<file path="config.mk">
export PLATFORM = sky130hd
export DESIGN_NAME = crc_codeword_serializer
export DESIGN_NICKNAME = d
export VERILOG_FILES = /design/src/rtl/crc_codeword_serializer.sv
export SDC_FILE = /design/constraint.sdc
export NUM_CORES = 1
export LEC_CHECK = 0
export ABC_CLOCK_PERIOD_IN_PS = 1950
export CORE_ASPECT_RATIO = 1.4
export CORE_UTILIZATION = 54
export DETAILED_ROUTE_END_ITERATION = 12
export GPL_ROUTABILITY_DRIVEN = 0
export PLACE_DENSITY = 0.78
export SLEW_MARGIN = 20
export SYNTH_ARGS = -nofsm -noshare
export SYNTH_HDL_FRONTEND = slang
export SYNTH_SLANG_ARGS = --single-unit
</file>
<file path="constraint.sdc">
create_clock -name clk -period 1.95 [get_ports clk]
set_input_delay 0.39 -clock clk [delete_from_list [all_inputs] [get_ports clk]]
set_output_delay 0.39 -clock clk [all_outputs]
set_load 0.02 [all_outputs]
</file>
<file path="src/rtl/crc_codeword_serializer.sv">
// crc_codeword_serializer
//   Sits after the parallel CRC generator. Captures the data word when the
//   generator is strobed (data_en) and the CRC it returns (crc_vld), then
//   shifts {data, crc} out serially, MSB first, under valid/ready.
//
// Ports
//   clk, rst            rising-edge clock, synchronous active-high reset
//   data_en             capture strobe (generator crc_en)
//   data_in_parallel    data word, sampled with data_en
//   crc_vld, crc_in     generator result, sampled with crc_vld
//   in_ready            high while IDLE (registered); busy = ~in_ready
//   ser_ready           downstream accepts the current bit
//   ser_data/ser_vld    serial bit and its valid
//   ser_sof/ser_eof     first / last bit of the codeword
//   err_overrun         data_en outside IDLE, word dropped (1-cycle pulse)
//   err_orphan          crc_vld in IDLE without data_en (1-cycle pulse)
//   err_timeout         no crc_vld within TIMEOUT cycles (1-cycle pulse)
module crc_codeword_serializer #(
  parameter int CRC_WIDTH  = 4,
  parameter int DATA_WIDTH = 5,
  parameter int TIMEOUT    = 15
) (
  input  logic                  clk,
  input  logic                  rst,
  input  logic                  data_en,
  input  logic [DATA_WIDTH-1:0] data_in_parallel,
  input  logic                  crc_vld,
  input  logic [CRC_WIDTH-1:0]  crc_in,
  output logic                  in_ready,
  input  logic                  ser_ready,
  output logic                  ser_data,
  output logic                  ser_vld,
  output logic                  ser_sof,
  output logic                  ser_eof,
  output logic                  busy,
  output logic                  err_overrun,
  output logic                  err_orphan,
  output logic                  err_timeout
);
  localparam int N  = DATA_WIDTH + CRC_WIDTH;
  localparam int CW = $clog2(N);

  typedef enum logic [1:0] {IDLE, WAIT_CRC, SHIFT} state_t;

  state_t                state, state_nxt;
  logic [DATA_WIDTH-1:0] data_q, data_nxt;
  logic [N-1:0]          shreg, shreg_nxt;
  logic [CW-1:0]         bit_cnt, bit_cnt_nxt;
  logic [7:0]            to_cnt, to_cnt_nxt;
  logic                  ovr_nxt, orph_nxt, tmo_nxt;

  always_ff @(posedge clk) begin
    if (rst) begin
      state       <= IDLE;
      data_q      <= '0;
      shreg       <= '0;
      bit_cnt     <= '0;
      to_cnt      <= '0;
      in_ready    <= 1'b1;
      err_overrun <= 1'b0;
      err_orphan  <= 1'b0;
      err_timeout <= 1'b0;
    end else begin
      state       <= state_nxt;
      data_q      <= data_nxt;
      shreg       <= shreg_nxt;
      bit_cnt     <= bit_cnt_nxt;
      to_cnt      <= to_cnt_nxt;
      in_ready    <= (state_nxt == IDLE);
      err_overrun <= ovr_nxt;
      err_orphan  <= orph_nxt;
      err_timeout <= tmo_nxt;
    end
  end

  always_comb begin
    state_nxt   = state;
    data_nxt    = data_q;
    shreg_nxt   = shreg;
    bit_cnt_nxt = bit_cnt;
    to_cnt_nxt  = to_cnt;
    ovr_nxt     = 1'b0;
    orph_nxt    = 1'b0;
    tmo_nxt     = 1'b0;
    case (state)
      IDLE: begin
        if (data_en) begin
          data_nxt = data_in_parallel;
          if (crc_vld) begin
            shreg_nxt   = {data_in_parallel, crc_in};
            bit_cnt_nxt = '0;
            state_nxt   = SHIFT;
          end else begin
            to_cnt_nxt = '0;
            state_nxt  = WAIT_CRC;
          end
        end else if (crc_vld) begin
          orph_nxt = 1'b1;
        end
      end
      WAIT_CRC: begin
        // crc_vld wins over expiry in the same cycle
        if (crc_vld) begin
          shreg_nxt   = {data_q, crc_in};
          bit_cnt_nxt = '0;
          state_nxt   = SHIFT;
        end else begin
          to_cnt_nxt = to_cnt + 8'd1;
          if (to_cnt + 8'd1 == 8'(TIMEOUT)) begin
            tmo_nxt   = 1'b1;
            state_nxt = IDLE;
          end
        end
      end
      SHIFT: begin
        if (ser_ready) begin
          shreg_nxt = {shreg[N-2:0], 1'b0};
          if (bit_cnt == CW'(N-1)) begin
            bit_cnt_nxt = '0;
            state_nxt   = IDLE;
          end else begin
            bit_cnt_nxt = bit_cnt + 1'b1;
          end
        end
      end
      default: state_nxt = IDLE;
    endcase
    // a word offered while we are not idle is dropped, state untouched
    if (data_en && state != IDLE) ovr_nxt = 1'b1;
  end

  // Outputs decode straight from flops, so they hold through stalls.
  assign ser_vld  = (state == SHIFT);
  assign ser_data = ser_vld & shreg[N-1];
  assign ser_sof  = ser_vld && (bit_cnt == '0);
  assign ser_eof  = ser_vld && (bit_cnt == CW'(N-1));
  assign busy     = ~in_ready;

endmodule
</file>
==> results.cfg <==
[grt]
grt_usage_pct = 26.3
grt-ovfl-total = 0
grt_pass1_wl_mm = 7.20
grt_antenna_before_repair = 0
grt_pass1_vias = 1654
grt_max_degree = 18

[power_and_ir_drop]
vdd_drop_max_mv = 0.658
power_mw = 1.72
static-leakage-power_nw = 0.857
p_per_area_nw_per_um2 = 771

[layout]
diodes = 0
syn_to_final_growth_pct = 24.6
drive_above_1_share_pct = 15.4
post-route-cell-area_um2 = 2230
finalNetCount = 263

[yosys]
netlist.area_leader.share_pct = 35.8
yosys-top-cells-area = dfxtp_1 (36%), ha_1 (6.3%), a21oi_1 (5.9%)
syn-num-nets = 229
synth-seq-cells = 32
avgSynthCellArea_um2 = 8.69
ys_seq_area_share_pct = 35.8
yosysUniqueCellTypes = 56
yosys_warnings = 0
synth_area_um2 = 1790
synth_top_area_cell = dfxtp_1
synth_cells = 206

[worst_hold_path]
min_delay_worst_endpoint = shreg[0]
hp-class = flop to flop
min_path_cells = 2
worstHoldStart = shreg[0]

[floorplanning]
dieArea_um2 = 3550
die_w_um = 50.7
ios = 23
start_util_pct = 57.3
core-area_um2 = 3120
std_cell_rows = 24
fp.dieH_um = 70.1

[clock_network]
cts-htree-levels = 2
cts_root_buffer = clkbuf_8
clk_latency_ns = 0.28
cts.clk_slew.worst_paths_ns = 0.06
cts_tree = done
cts_sinks = 32
hold_buffers = 0
cts_made_buffers = 5
clk_path_buf_depth = 2

[critical_path]
cp-start-kind = flop
critPathMaxStageDelay_ns = 0.36
reg2reg_slack_ns = 0.13
crit-reg2reg-launch = state[0]
reg2reg_to = bit_cnt[3]
crit_chain = inv_1 -> ha_1 -> nor4bb_4 -> dlygate4sd2_1
path_class = flop to output port
slowest_stage = dlygate4sd2_1
reg2regPathDepth = 7
required_ns = 1.56
arrival_ns = 1.50
crit_path_end_kind = output port
cp_max_fo = 4

[timing]
finalCriticalPeriod_ns = 1.89
finalHoldViolations = 0
post-route-period-util_pct = 97.1
worst_pin_slew_ns = 0.372
rsz0062_at_grt = no
fmax_ghz = 0.528
finalSetupTns_ns = 0
slew_viol_final = 0
setup_viol = 0
finalClockSkew_ns = 0.00358
timing.hold.ws_ns = 0.467
slew_headroom_pct = 75.1
finalWorstSetupSlack_ns = 0.0565

[detailed_routing]
via_per_inst = 6.08
drcViolationCount = 0
drt_iter0_markers = 76
totalWireLength_mm = 4.34
drtPass1Iterations = 4
route.antenna.remaining_nets = 0
via_count = 1695
wl_per_cell_um = 15.6

[place]
placed_area_um2 = 2140
hpwl_mm = 3.29
port_buffers = 22
place_ws_ns = 0.0147

[outcome]
status = completed

[job]
max-cap-violations = 0
what timing repair did:
| action | 4_1_cts | 5_1_grt |
|---|---|---|
| endpoints found under the setup margin | 4 | 1 |
| buffers inserted | 0 | 0 |
| resized for setup | 4 | 1 |
| pin swaps | 0 | 0 |
cell families after synthesis:
group	Yosys count	share of synthesized area, %
adders and majority gates	9	6.29
buffers and inverters	17	5.03
AOI/OAI and AO/OA	55	21.3
and+or+nand+nor	84	26.7
muxes	6	3.43
DFF	32	35.8
xor gates and xnor gates	3	1.47
final cells by class:
type                    count  area [um^2]
multi-input cells         157         1070
clock buffers               7         96.3
fillers                   266          893
inverters                   6         22.5
flip-flops and latches     32          641
repair buffers             38          348
well taps                  39         48.8
critical path, delay by kind of cell (launching register included):
family / cells / cell delay [ns]
buffers and inverters: 2 / 0.43
AND/OR/NAND/NOR: 1 / 0.27
flip-flops: 1 / 0.34
adder cells (fa/ha/maj): 1 / 0.18
routing by layer:
metal	share of wire [%]	GRT usage, %	routed length [um]
met5	0	0	0
met2	55	49.9	2390
met1	39	27.6	1710
met4	1.8	8.02	79
met3	3.8	5.88	163
sequential cells by signal, indices dropped and copies added, names as in the netlist:
register,cells
err_overrun,1
err_orphan,1
data_q,5
bit_cnt,4
err_timeout,1
to_cnt,8
shreg,9
in_ready,1
state,2
where the power goes:
part | switching (mW) | total, mW | internal, mW
Combinational | 0.231 | 0.441 | 0.210
Clock | 0.233 | 0.547 | 0.314
Sequential | 0.0298 | 0.731 | 0.701
Total | 0.494 | 1.72 | 1.22
cells in the mapped netlist, drive strengths merged:
| cell type | n |
|---|---|
| a32oi | 3 |
| o311a | 1 |
| dfxtp | 32 |
| a311oi | 2 |
| a22o | 1 |
| mux2i | 5 |
| xnor2 | 2 |
| a221o | 1 |
| nand4b | 1 |
| a211oi | 3 |
| o2111ai | 1 |
| a22oi | 5 |
| nand2 | 19 |
| nor4 | 1 |
| a41oi | 2 |
| nand2b | 6 |
| or2 | 1 |
| xor2 | 1 |
| or3 | 1 |
| ha | 9 |
| clkbuf | 4 |
| nor3 | 5 |
| a21boi | 1 |
| a41o | 1 |
| inv | 6 |
| and3 | 1 |
| o21ai | 6 |
| o21bai | 1 |
| and4b | 2 |
| buf | 7 |
| and2b | 2 |
| nor4bb | 3 |
| o211ai | 1 |
| a21o | 1 |
| mux2 | 1 |
| and2 | 3 |
| nand3b | 5 |
| nand3 | 10 |
| o21a | 1 |
| nor3b | 3 |
| nor2b | 2 |
| o22ai | 2 |
| nor2 | 19 |
| a31oi | 1 |
| a21oi | 21 |
cells in the final DEF, fill, tap and decap left out, types with 5 or more instances in the layout:
master | Yosys | final
dfxtp_1 | 32 | 32
a21oi_1 | 21 | 21
nand2_1 | 18 | 18
clkdlybuf4s50_1 | 0 | 18
nor2_1 | 17 | 17
buf_4 | 1 | 15
nand3_1 | 10 | 10
ha_1 | 9 | 9
clkbuf_8 | 0 | 7
inv_1 | 6 | 6
nor3_1 | 5 | 5
nand3b_1 | 5 | 5
a22oi_1 | 5 | 5
mux2i_1 | 5 | 5
stage by stage:
stage | util [%] | std cells
after floorplan | - | 206
after global placement | 68.5 | 272
after detailed placement | 68.5 | 272
after CTS | 71.4 | 279
after global routing | 71.4 | 279
final | 71.4 | 279
worst max path at each step:
stage               startpoint       end  depth (start not counted)
floorplan             state[0]   ser_sof                          4
global route        bit_cnt[0]   ser_sof                          4
finish              bit_cnt[0]   ser_sof                          4
global placement       data_en  shreg[6]                          6
CTS                 bit_cnt[0]   ser_sof                          4
detailed placement     data_en  shreg[6]                          6
(Power assumes the default switching activity.)
